File: src/rtl/axi_chan_buffer.sv
// axi_chan_buffer: single-clock AXI4 decoupling buffer across all five channels.
//
// Each channel (AW, W, AR towards the master port; B, R back towards the slave
// port) runs through its own 2**LOG_DEPTH deep FIFO. Every ready and valid
// output comes from registered state, so no combinational path crosses the
// buffer. Payloads are opaque bit vectors and pass through unchanged, in order.
//
// Ports:
//   clk_i, rst_i              clock, asynchronous active-high reset
//   s_aw_*, s_w_*, s_ar_*     request channels in from upstream (valid/chan in, ready out)
//   s_b_*, s_r_*              response channels out to upstream (valid/chan out, ready in)
//   m_aw_*, m_w_*, m_ar_*     request channels out to downstream
//   m_b_*, m_r_*              response channels in from downstream
module axi_chan_buffer #(
  parameter int unsigned AXI_ADDR_WIDTH = 32,
  parameter int unsigned AXI_DATA_WIDTH = 64,
  parameter int unsigned AXI_ID_WIDTH   = 4,
  parameter int unsigned AXI_USER_WIDTH = 2,
  parameter int unsigned LOG_DEPTH      = 2
) (
  input  logic clk_i,
  input  logic rst_i,
  // Upstream (slave port)
  input  logic                                                       s_aw_valid,
  output logic                                                       s_aw_ready,
  input  logic [AXI_ID_WIDTH+AXI_ADDR_WIDTH+AXI_USER_WIDTH+34:0]     s_aw_chan,
  input  logic                                                       s_w_valid,
  output logic                                                       s_w_ready,
  input  logic [AXI_DATA_WIDTH+AXI_DATA_WIDTH/8+AXI_USER_WIDTH:0]    s_w_chan,
  output logic                                                       s_b_valid,
  input  logic                                                       s_b_ready,
  output logic [AXI_ID_WIDTH+AXI_USER_WIDTH+1:0]                     s_b_chan,
  input  logic                                                       s_ar_valid,
  output logic                                                       s_ar_ready,
  input  logic [AXI_ID_WIDTH+AXI_ADDR_WIDTH+AXI_USER_WIDTH+28:0]     s_ar_chan,
  output logic                                                       s_r_valid,
  input  logic                                                       s_r_ready,
  output logic [AXI_ID_WIDTH+AXI_DATA_WIDTH+AXI_USER_WIDTH+2:0]      s_r_chan,
  // Downstream (master port)
  output logic                                                       m_aw_valid,
  input  logic                                                       m_aw_ready,
  output logic [AXI_ID_WIDTH+AXI_ADDR_WIDTH+AXI_USER_WIDTH+34:0]     m_aw_chan,
  output logic                                                       m_w_valid,
  input  logic                                                       m_w_ready,
  output logic [AXI_DATA_WIDTH+AXI_DATA_WIDTH/8+AXI_USER_WIDTH:0]    m_w_chan,
  input  logic                                                       m_b_valid,
  output logic                                                       m_b_ready,
  input  logic [AXI_ID_WIDTH+AXI_USER_WIDTH+1:0]                     m_b_chan,
  output logic                                                       m_ar_valid,
  input  logic                                                       m_ar_ready,
  output logic [AXI_ID_WIDTH+AXI_ADDR_WIDTH+AXI_USER_WIDTH+28:0]     m_ar_chan,
  input  logic                                                       m_r_valid,
  output logic                                                       m_r_ready,
  input  logic [AXI_ID_WIDTH+AXI_DATA_WIDTH+AXI_USER_WIDTH+2:0]      m_r_chan
);

  localparam int unsigned Depth   = 2 ** LOG_DEPTH;
  localparam int unsigned AwWidth = AXI_ID_WIDTH + AXI_ADDR_WIDTH + AXI_USER_WIDTH + 35;
  localparam int unsigned WWidth  = AXI_DATA_WIDTH + AXI_DATA_WIDTH / 8 + AXI_USER_WIDTH + 1;
  localparam int unsigned BWidth  = AXI_ID_WIDTH + AXI_USER_WIDTH + 2;
  localparam int unsigned ArWidth = AwWidth - 6;
  localparam int unsigned RWidth  = AXI_ID_WIDTH + AXI_DATA_WIDTH + AXI_USER_WIDTH + 3;

  localparam logic [LOG_DEPTH-1:0] PtrOne = LOG_DEPTH'(1);
  localparam logic [LOG_DEPTH:0]   CntOne = (LOG_DEPTH + 1)'(1);

  // Count tops out at exactly 2**LOG_DEPTH, so its MSB alone marks "full".
  // Pointers are LOG_DEPTH bits wide and wrap on their own.

  // ---------------------------------------------------------------- AW
  logic [AwWidth-1:0]   r_aw_mem [Depth];
  logic [LOG_DEPTH-1:0] r_aw_wptr, r_aw_rptr;
  logic [LOG_DEPTH:0]   r_aw_cnt;
  logic                 w_aw_push, w_aw_pop;

  assign s_aw_ready = !r_aw_cnt[LOG_DEPTH] && !rst_i;
  assign m_aw_valid = |r_aw_cnt;
  assign m_aw_chan  = r_aw_mem[r_aw_rptr];
  assign w_aw_push  = s_aw_valid && s_aw_ready;
  assign w_aw_pop   = m_aw_valid && m_aw_ready;

  always_ff @(posedge clk_i or posedge rst_i) begin
    if (rst_i) begin
      r_aw_wptr <= '0;
      r_aw_rptr <= '0;
      r_aw_cnt  <= '0;
    end else begin
      if (w_aw_push) r_aw_wptr <= r_aw_wptr + PtrOne;
      if (w_aw_pop)  r_aw_rptr <= r_aw_rptr + PtrOne;
      r_aw_cnt <= r_aw_cnt + (w_aw_push ? CntOne : '0) - (w_aw_pop ? CntOne : '0);
    end
  end

  always_ff @(posedge clk_i) begin
    if (w_aw_push) r_aw_mem[r_aw_wptr] <= s_aw_chan;
  end

  // ---------------------------------------------------------------- W
  logic [WWidth-1:0]    r_w_mem [Depth];
  logic [LOG_DEPTH-1:0] r_w_wptr, r_w_rptr;
  logic [LOG_DEPTH:0]   r_w_cnt;
  logic                 w_w_push, w_w_pop;

  assign s_w_ready = !r_w_cnt[LOG_DEPTH] && !rst_i;
  assign m_w_valid = |r_w_cnt;
  assign m_w_chan  = r_w_mem[r_w_rptr];
  assign w_w_push  = s_w_valid && s_w_ready;
  assign w_w_pop   = m_w_valid && m_w_ready;

  always_ff @(posedge clk_i or posedge rst_i) begin
    if (rst_i) begin
      r_w_wptr <= '0;
      r_w_rptr <= '0;
      r_w_cnt  <= '0;
    end else begin
      if (w_w_push) r_w_wptr <= r_w_wptr + PtrOne;
      if (w_w_pop)  r_w_rptr <= r_w_rptr + PtrOne;
      r_w_cnt <= r_w_cnt + (w_w_push ? CntOne : '0) - (w_w_pop ? CntOne : '0);
    end
  end

  always_ff @(posedge clk_i) begin
    if (w_w_push) r_w_mem[r_w_wptr] <= s_w_chan;
  end

  // ---------------------------------------------------------------- AR
  logic [ArWidth-1:0]   r_ar_mem [Depth];
  logic [LOG_DEPTH-1:0] r_ar_wptr, r_ar_rptr;
  logic [LOG_DEPTH:0]   r_ar_cnt;
  logic                 w_ar_push, w_ar_pop;

  assign s_ar_ready = !r_ar_cnt[LOG_DEPTH] && !rst_i;
  assign m_ar_valid = |r_ar_cnt;
  assign m_ar_chan  = r_ar_mem[r_ar_rptr];
  assign w_ar_push  = s_ar_valid && s_ar_ready;
  assign w_ar_pop   = m_ar_valid && m_ar_ready;

  always_ff @(posedge clk_i or posedge rst_i) begin
    if (rst_i) begin
      r_ar_wptr <= '0;
      r_ar_rptr <= '0;
      r_ar_cnt  <= '0;
    end else begin
      if (w_ar_push) r_ar_wptr <= r_ar_wptr + PtrOne;
      if (w_ar_pop)  r_ar_rptr <= r_ar_rptr + PtrOne;
      r_ar_cnt <= r_ar_cnt + (w_ar_push ? CntOne : '0) - (w_ar_pop ? CntOne : '0);
    end
  end

  always_ff @(posedge clk_i) begin
    if (w_ar_push) r_ar_mem[r_ar_wptr] <= s_ar_chan;
  end

  // ---------------------------------------------------------------- B (master -> slave)
  logic [BWidth-1:0]    r_b_mem [Depth];
  logic [LOG_DEPTH-1:0] r_b_wptr, r_b_rptr;
  logic [LOG_DEPTH:0]   r_b_cnt;
  logic                 w_b_push, w_b_pop;

  assign m_b_ready = !r_b_cnt[LOG_DEPTH] && !rst_i;
  assign s_b_valid = |r_b_cnt;
  assign s_b_chan  = r_b_mem[r_b_rptr];
  assign w_b_push  = m_b_valid && m_b_ready;
  assign w_b_pop   = s_b_valid && s_b_ready;

  always_ff @(posedge clk_i or posedge rst_i) begin
    if (rst_i) begin
      r_b_wptr <= '0;
      r_b_rptr <= '0;
      r_b_cnt  <= '0;
    end else begin
      if (w_b_push) r_b_wptr <= r_b_wptr + PtrOne;
      if (w_b_pop)  r_b_rptr <= r_b_rptr + PtrOne;
      r_b_cnt <= r_b_cnt + (w_b_push ? CntOne : '0) - (w_b_pop ? CntOne : '0);
    end
  end

  always_ff @(posedge clk_i) begin
    if (w_b_push) r_b_mem[r_b_wptr] <= m_b_chan;
  end

  // ---------------------------------------------------------------- R (master -> slave)
  logic [RWidth-1:0]    r_r_mem [Depth];
  logic [LOG_DEPTH-1:0] r_r_wptr, r_r_rptr;
  logic [LOG_DEPTH:0]   r_r_cnt;
  logic                 w_r_push, w_r_pop;

  assign m_r_ready = !r_r_cnt[LOG_DEPTH] && !rst_i;
  assign s_r_valid = |r_r_cnt;
  assign s_r_chan  = r_r_mem[r_r_rptr];
  assign w_r_push  = m_r_valid && m_r_ready;
  assign w_r_pop   = s_r_valid && s_r_ready;

  always_ff @(posedge clk_i or posedge rst_i) begin
    if (rst_i) begin
      r_r_wptr <= '0;
      r_r_rptr <= '0;
      r_r_cnt  <= '0;
    end else begin
      if (w_r_push) r_r_wptr <= r_r_wptr + PtrOne;
      if (w_r_pop)  r_r_rptr <= r_r_rptr + PtrOne;
      r_r_cnt <= r_r_cnt + (w_r_push ? CntOne : '0) - (w_r_pop ? CntOne : '0);
    end
  end

  always_ff @(posedge clk_i) begin
    if (w_r_push) r_r_mem[r_r_wptr] <= m_r_chan;
  end

endmodule

File: config.mk
export PLATFORM = sky130hd
export DESIGN_NAME = axi_chan_buffer
export DESIGN_NICKNAME = d
export VERILOG_FILES = /design/src/rtl/axi_chan_buffer.sv
export SDC_FILE = /design/constraint.sdc
export NUM_CORES = 1
export LEC_CHECK = 0
export ABC_AREA = 1
export CAP_MARGIN = 15
export CORE_ASPECT_RATIO = 1.2
export CORE_MARGIN = 3
export CORE_UTILIZATION = 30
export CTS_CLUSTER_DIAMETER = 200
export DETAILED_ROUTE_END_ITERATION = 8
export GPL_TIMING_DRIVEN = 0
export PLACE_DENSITY_LB_ADDON = 0.1
export SKIP_LAST_GASP = 1
export SLEW_MARGIN = 20
export SYNTH_ARGS = -nofsm -noshare
export SYNTH_HDL_FRONTEND = slang
export SYNTH_SLANG_ARGS = --single-unit
File: constraint.sdc
create_clock -name clk_i -period 5.5 [get_ports clk_i]
set_input_delay 1.65 -clock clk_i [delete_from_list [all_inputs] [get_ports clk_i]]
set_output_delay 1.65 -clock clk_i [all_outputs]
set_load 0.05 [all_outputs]
* Yosys cells after proc, flatten, opt, wreduce, memory -nomap -nowiden
Memories as Yosys holds them, arrays and structs flattened.
Index checks and enable logic that the tools add are counted.
** Word-level totals
- Register bits :: 35
- RAM bits :: 1184
- Input bits :: 308
- Output and inout port bits :: 306
- Logic and storage cells :: 86
- Memories kept :: 5
** Memories
- r_w_mem :: depth 4, width 75, read ports 1, clocked after memory_dff 0, wr ports 1, line 99 : logic [WWidth-1:0] r_w_mem [Depth];
- r_aw_mem :: depth 4, width 73, read ports 1, clocked after memory_dff 0, wr ports 1, line 71 : logic [AwWidth-1:0] r_aw_mem [Depth];
- r_r_mem :: depth 4, width 73, read ports 1, clocked after memory_dff 0, wr ports 1, line 183 : logic [RWidth-1:0] r_r_mem [Depth];
- r_ar_mem :: depth 4, width 67, read ports 1, clocked after memory_dff 0, wr ports 1, line 127 : logic [ArWidth-1:0] r_ar_mem [Depth];
- r_b_mem :: depth 4, width 8, read ports 1, clocked after memory_dff 0, wr ports 1, line 155 : logic [BWidth-1:0] r_b_mem [Depth];
** Operators by class
- $add $sub $neg :: 20
- Mux-type cells :: 20
- Reduce and logical (&&, ||, !) cells :: 26
** Operators by type and width (number)
- $add A2 B1 Y2 const B :: 10
- $mux W1 :: 20
- $add A3 B1 Y3 :: 5
- $logic_and A1 B1 Y1 :: 15
- $reduce_or A3 Y1 :: 5
- $sub A3 B1 Y3 :: 5
- $logic_not A1 Y1 :: 6

* Logic depth before layout (Yosys ltp)
Gate-level depths: netlist of the first run.
- Word-level depth :: 6
- Depth in mapped cells :: 12
- Gate-level depth less buffers :: 12

* Least setup slack after synthesis of the first run
No wires, ideal clock.
- Path type :: input to register
- Start :: in rst_i
- End :: mem r_w_mem[0][0] (netlist bit), enable pin
- Setup time :: 509 ps
- Arrival :: 5935 ps
- Required time :: 4991 ps
- Slack :: -944 ps
- Cell stages on the path :: 3
- Path buffers :: 0
- Cells stage by stage :: nor2_1 -> nand2_1 -> nor2_1
** Between the ends
- Longest elaborated chain between the ends :: 5
** RTL lines
- from (decl) :: line 22 : input logic rst_i,
- $logic_not A1 Y1 (no line)
- $logic_and A1 B1 Y1 :: line 104 : assign s_w_ready = !r_w_cnt[LOG_DEPTH] && !rst_i;
- $logic_and A1 B1 Y1 :: line 107 : assign w_w_push = s_w_valid && s_w_ready;
- $mux W1 :: line 123 : if (w_w_push) r_w_mem[r_w_wptr] <= s_w_chan;
- $mux W1 (implied by the code) :: line 123
- to (decl) :: line 99
No other way between the ends.

* Worst setup path after layout of the first run
- Start :: reg r_w_rptr[1]
- End :: out m_w_chan[19]
** Between the ends
- Longest elaborated chain between the ends :: 1
** RTL lines
- from (decl) :: line 100 : logic [LOG_DEPTH-1:0] r_w_wptr, r_w_rptr;
- from (signal assigned) :: line 117 : if (w_w_pop) r_w_rptr <= r_w_rptr + PtrOne;
- $mem_v2 Z4 W75
- to (decl) :: line 45 : output logic [AXI_DATA_WIDTH+AXI_DATA_WIDTH/8+AXI_USER_WIDTH:0] m_w_chan,
No other way between the ends.

==> key figures, run 1 <==
Outcome
  – Outcome: completed

Yosys
  – Post-synth top cells: edfxtp_1 (1184), nand2_1 (970), nor2_1 (622)
  – Netlist cell types: 20
  – Mapped Cells: 4031
  – Most frequent cell after synthesis: edfxtp_1
  – Synth Flop Type: edfxtp_1
  – Avg Cell Area, Syn: 12.0 µm²
  – Post-synth ARST share: 2.87%
  – Post-synth EDFFs: 1184
  – Post-synthesis sequential area ratio: 75.2%
  – Mapped Area: 0.0485 mm²
  – Top cells by area, synth: edfxtp_1 (73%), nand2_1 (7.5%), nor2_1 (4.8%)
  – Synth top area share: 73.4%
  – Post-synthesis sequential element count: 1219
  – Yosys Warn Count: 0
  – Post-Synthesis Net Count: 4374
  – Yosys top cell by area: edfxtp_1

Critical path
  – Delay-heaviest family, CP: buffers and inverters
  – Critical path data arrival time: 3.57 ns
  – Critical path startpoint category: flip-flop
  – Worst Path Required: 3.85 ns
  – Worst path max stage delay: 0.90 ns
  – CP cell instances: inv_2, clkbuf_1, clkbuf_1, nand2_1, nand2_1, clkdlybuf4s50_1
  – Crit end category: output pin
  – Crit path buffers/inverters: 4
  – WS Path Type: reg -> out
  – Crit path max fanout: 10
  – Crit-path slowest cell: clkdlybuf4s50_1

Layout
  – Area delta synth->final: 30.4%
  – Layout cells sized above 1: 7.26%
  – Post-route insts no fill: 7086
  – Final nets: 5193
  – Final Core Density: 39.6%

Clocking
  – Cts hold-fix bufs: 0
  – Depth of the CTS H-tree: 4
  – Clock slew at reported path FFs: 0.05 ns
  – Clock latency on the worst-skew pair: 0.78 ns
  – Clk root buf: clkbuf_16
  – Num Clock Sinks: 1219
  – Post-CTS Setup Inserts: 0
  – CTS buffer count: 137
  – CTS tree: yes
  – CTS max path bufs: 3

Place
  – Dpl hpwl: 96.8 mm
  – GP Congestion: 0.724
  – IO Port Bufs: 613
  – Placed cells: 6817

GRT
  – Largest net degree at the start of global routing: 36
  – First-pass GRT wire length: 206 mm
  – GRT Util Overall: 16.7%
  – Gr ovfl total: 0
  – Initial antenna violation count: 48
  – Vias in the first global route: 30200

Floorplan
  – Placeable core region: 0.160 mm²
  – Die area: 0.166 mm²
  – Core Rows: 160
  – Die Height: 446 µm
  – Starting Density: 30.4%
  – Die width: 373 µm
  – # IOs: 614

Detailed routing
  – ANT nets after route: 0
  – Residual DRC count: 0
  – DR pass1 iterations: 5
  – Per-cell routed wire length: 19.8 µm
  – 1st-iter DRT viols: 1865
  – DR vias: 30900
  – Vias per inst: 4.35
  – Routed wire length: 140 mm

Timing
  – Tcrit/Tclk final: 94.9%
  – Fmax: 0.192 GHz
  – Worst slew pin tran: 0.880 ns
  – Post-route minimum period: 5.22 ns
  – Final hold vios: 0
  – Final setup vio count: 0
  – Final Max Slew Viols: 0
  – Unrepaired setup endpoints after global routing: false
  – Slew headroom: 41.1%
  – Skew final: 0.0310 ns

Power and ir drop
  – Pint: 20.8 mW
  – Sequential Power Share: 30.4%
  – Post-layout power: 37.1 mW
  – P_leak: 23.7 nW
  – Switching part of the total: 43.9%
  – Comb power frac: 46.9%
  – Peak supply drop: 0.459 mV
  – Switch Pwr: 16.3 mW
  – Pwr dens: 587 mW/mm²
  – Clock network power share: 22.7%

Job
  – Max-cap violations: 0

Hold path
  – Worst Hold Class: reg -> reg
-- placed cells by master, fill, tap and decap left out, drive strengths merged, types with 2 or more instances in the layout --
cell type / Yosys / layout
buf: 114 / 181
o21ai: 592 / 592
nor2: 622 / 622
clkdlybuf4s50: 0 / 604
dlygate4sd2: 0 / 8
clkdlybuf4s15: 0 / 2
clkinv: 1 / 54
diode: 0 / 22
inv: 372 / 380
dfrtp: 35 / 35
nand3: 22 / 22
edfxtp: 1184 / 1184
nand2: 970 / 970
fa: 5 / 5
clkbuf: 78 / 262
xor2: 3 / 3
ha: 30 / 30
xnor2: 3 / 3
-- metrics by stage --
step	worst slack, ns	cell area, µm²	TNS (ns)	hold slack, ns
final	0.280	63200	0	0.481
after CTS	0.0495	63100	0	0.483
after floorplan	-0.944	48500	-283.31	0.441
after global placement	-5.21	57300	-3143.23	0.460
after global routing	0.00232	63100	0	0.505
after detailed placement	-0.321	59000	-1.28	0.469
-- worst reg2reg max path, delay by kind of cell (launching register included) --
kind | cells | cell delay, ns
DFF | 1 | 0.42
and+or+nand+nor | 3 | 1.14
buffers and inverters | 4 | 0.80
-- metal layers --
layer	up-vias	part of all wire (%)	track usage (%)
met5	-	0.13	0
met2	729	48	27.6
met1	14700	43	20.8
li1	15200	-	-
met3	196	7.7	5.58
met4	26	2.0	4.75
-- final timing paths --
kind                             endpoint  slack [ns]  depth (start not counted)         from
min in group asynchronous      r_b_cnt[2]        1.50                          2        rst_i
min                           r_b_rptr[1]        0.48                          2  r_b_rptr[1]
min reg2reg                   r_b_rptr[1]        0.48                          2  r_b_rptr[1]
max                          m_w_chan[19]        0.28                          6  r_w_rptr[1]
max in group asynchronous     r_aw_cnt[1]        3.57                          2        rst_i
max reg2reg                r_w_mem[2][66]        2.82                          7   r_w_cnt[2]
-- cell type report --
cell class / instances / area [µm²]
fillers: 15100 / 96400
flip-flops and latches: 1219 / 36400
multi-input cells: 2247 / 9700
repair buffers: 680 / 7780
clock buffers: 185 / 3680
well taps: 2106 / 2640
inverters: 373 / 1400
plain buffers: 192 / 1050
clock inverters: 62 / 427
diodes: 22 / 55.1
-- flip-flops by register name, indices dropped and copies added, names as in the netlist --
name       flops
r_ar_cnt       3
r_ar_mem     268
r_ar_rptr      2
r_ar_wptr      2
r_aw_cnt       3
r_aw_mem     292
r_aw_rptr      2
r_aw_wptr      2
r_b_cnt        3
r_b_mem       32
r_b_rptr       2
r_b_wptr       2
r_r_cnt        3
r_r_mem      292
r_r_rptr       2
r_r_wptr       2
r_w_cnt        3
r_w_mem      300
r_w_rptr       2
r_w_wptr       2
-- power groups by stage --
stage	Sequential [mW]	Combinational (mW)	Clock [mW]
6_report	11.3	17.4	8.41
5_1_grt	11.4	18.8	9.08
4_1_cts	11.3	17.8	8.71
3_5_place_dp	11.5	17.8	0
3_3_place_gp	11.6	17.4	0
2_1_floorplan	11.5	10.8	0
-- repair_timing --
action                     CTS  global route
setup endpoints to repair   10             2
gates resized for setup     10             4
gates cloned                 0             0
-- kinds of logic after synthesis --
logic type	after synthesis	share of synthesized area, %
flops	1219	75.2
xor+xnor	6	0.108
simple gates	1614	12.6
compound gates	592	6.12
fa+ha+maj	35	0.981
buf+inv	565	5.05
Power figures use the tool's default switching activity.
==> run 2, diff against run 1 <==
--- a/config.mk
+++ b/config.mk
@@ -9,7 +9,7 @@
 export CAP_MARGIN = 15
 export CORE_ASPECT_RATIO = 1.2
 export CORE_MARGIN = 3
-export CORE_UTILIZATION = 30
+export CORE_UTILIZATION = 50
 export CTS_CLUSTER_DIAMETER = 200
 export DETAILED_ROUTE_END_ITERATION = 8
 export GPL_TIMING_DRIVEN = 0
==> constraint.sdc (replaced) <==
create_clock -name clk_i -period 4.3 [get_ports clk_i]
set_input_delay 1.29 -clock clk_i [delete_from_list [all_inputs] [get_ports clk_i]]
set_output_delay 1.29 -clock clk_i [all_outputs]
set_load 0.05 [all_outputs]
==> run 2 against run 1 <==
Effect of this change: sequential cell count did not move; first-iteration DRC count grew 18%; critical path depth is 3 lower; cell count down 12%; die area fell by 39%; setup slack worse by 0.17 ns; hold slack worse by 0.0048 ns; sequential share of layout area rose by 1.5 points; global-route usage grew 7.5 points; clock power up 20%; cell area is 2.5% lower; via count up 1.4%.
==> key figures, run 2 (synthesis gave the netlist of run 1 again) <==
Detailed routing
  – Per-cell routed wire length: 19.9 µm (was 19.8 µm)
  – DR pass1 iterations: 5 (unchanged)
  – ANT nets after route: 0 (unchanged)
  – DR vias: 31300 (was 30900)
  – 1st-iter DRT viols: 2192 (was 1865)
  – Routed wire length: 124 mm (was 140 mm)
  – Residual DRC count: 0 (unchanged)
  – Vias per inst: 5.04 (was 4.35)

Layout
  – Largest register by flop count: r_w_mem (unchanged)
  – Final nets: 5162 (was 5193)
  – Most frequent cells in the layout: edfxtp_1 (1184), nand2_1 (970), nor2_1 (606) (unchanged)
  – Layout cells sized above 1: 7.77% (was 7.26%)
  – Final Core Density: 64.3% (was 39.6%)
  – Post-route insts no fill: 6208 (was 7086)
  – Area delta synth->final: 27.1% (was 30.4%)
  – Biggest regs: r_w_mem: 300 flops, r_aw_mem: 292 flops, r_r_mem: 292 flops (unchanged)
  – Max reg flops: 300 (unchanged)
  – Commonest non-fill, non-tap cell in the layout: edfxtp_1 (unchanged)

Timing
  – Final Max Slew Viols: 0 (unchanged)
  – Tcrit/Tclk final: 97.4%
  – Slew headroom: 43.8% (was 41.1%)
  – Setup total negative slack: 0 ns (unchanged)
  – Worst slew pin tran: 0.840 ns (was 0.880 ns)
  – Post-route minimum period: 4.19 ns
  – Final setup vio count: 0 (unchanged)
  – Final hold vios: 0 (unchanged)
  – Fmax: 0.239 GHz
  – Skew final: 0.0204 ns (was 0.0310 ns)

Critical path
  – Crit path max fanout: 6 (was 10)
  – Critical path data arrival time: 2.90 ns (was 3.57 ns)
  – WS Path Type: in -> out (was reg -> out)
  – Worst Path Required: 3.01 ns (was 3.85 ns)
  – Critical path startpoint category: primary input (was flip-flop)
  – Crit end category: output pin (unchanged)

GRT
  – Gr ovfl total: 0 (unchanged)
  – Vias in the first global route: 30300 (was 30200)
  – First-pass GRT wire length: 185 mm (was 206 mm)
  – Largest net degree at the start of global routing: 27 (was 36)
  – GRT Util Overall: 24.2% (was 16.7%)
  – Initial antenna violation count: 41 (was 48)

Floorplan
  – Die Height: 347 µm (was 446 µm)
  – Placeable core region: 0.0957 mm² (was 0.160 mm²)
  – # IOs: 614 (unchanged)
  – Core Rows: 124 (was 160)
  – Starting Density: 50.6% (was 30.4%)
  – Die area: 0.101 mm² (was 0.166 mm²)
  – Die width: 290 µm (was 373 µm)

Clocking
  – Clock slew at reported path FFs: 0.06 ns (was 0.05 ns)
  – CTS max path bufs: 3 (unchanged)
  – CTS buffer count: 117 (was 137)
  – Num Clock Sinks: 1219 (unchanged)
  – Clk root buf: clkbuf_16 (unchanged)
  – Depth of the CTS H-tree: 3 (was 4)
  – CTS tree: yes (unchanged)
  – Clock latency on the worst-skew pair: 0.68 ns (was 0.78 ns)
  – Cts hold-fix bufs: 0 (unchanged)
  – Post-CTS Setup Inserts: 0 (unchanged)

Outcome
  – Outcome: completed (unchanged)

Place
  – Placed cells: 5960 (was 6817)
  – Dpl hpwl: 85.1 mm (was 96.8 mm)
  – IO Port Bufs: 613 (unchanged)
  – GP Congestion: 0.780 (was 0.724)

Power and ir drop
  – Peak supply drop: 0.708 mV (was 0.459 mV)
  – Post-layout power: 45.5 mW (was 37.1 mW)
  – Pwr dens: 738 mW/mm² (was 587 mW/mm²)
  – P_leak: 24.9 nW (was 23.7 nW)

Hold path
  – Worst Hold Class: reg -> reg (unchanged)

Job
  – Max-cap violations: 0 (unchanged)
## run 2: worst max-delay path: stages
cell	delay, ns
clkdlybuf4s50_1	0.63
nor2_1	0.33
dlygate4sd2_1	0.64
## run 2: layout make-up
type	count	area, µm²
diodes	29	72.6
repair buffers	669	7480
well taps	1260	1580
clock inverters	61	588
multi-input cells	2247	9700
clock buffers	158	3230
plain buffers	192	1090
inverters	373	1400
fillers	7222	34200
flip-flops and latches	1219	36400
## run 2: path summary, 6_finish.rpt
path                       slack [ns]  cells after the start         endpoint         from
hold / removal                   0.48                      2      r_b_rptr[1]  r_b_rptr[1]
setup / recovery                 0.11                      3        m_b_ready        rst_i
min in group asynchronous        1.21                      2      r_b_wptr[0]        rst_i
hold reg to reg                  0.48                      2      r_b_rptr[1]  r_b_rptr[1]
setup reg to reg                 1.74                      6  r_aw_mem[1][41]  r_aw_cnt[2]
max in group asynchronous        2.61                      3      r_w_wptr[0]        rst_i
## run 2: layer usage
metal / track usage, % / wire length, µm
met2: 41.2 / 62000
met1: 29.8 / 47700
met5: 0 / 174
met4: 7.33 / 3000
met3: 7.47 / 10900
## run 2: power breakdown
part / internal, mW / switching [mW]
logic: 5.57 / 15.3
registers: 14.1 / 0.326
clock network: 5.90 / 4.22
total: 25.6 / 19.9
## run 2: timing repair
action | CTS | global route
resized for setup | 224 | 106
hold endpoints to repair | 0 | 0
endpoints found under the setup margin | 291 | 103
## run 2: stage by stage
step | worst slack [ns] | area, µm² | hold slack [ns]
2_1_floorplan | -0.606 | 48500 | 0.441
3_3_place_gp | -2.34 | 56200 | 0.454
3_5_place_dp | -0.328 | 57600 | 0.461
4_1_cts | 0.0000748 | 61200 | 0.477
5_1_grt | -0.00943 | 61500 | 0.487
6_report | 0.113 | 61600 | 0.476
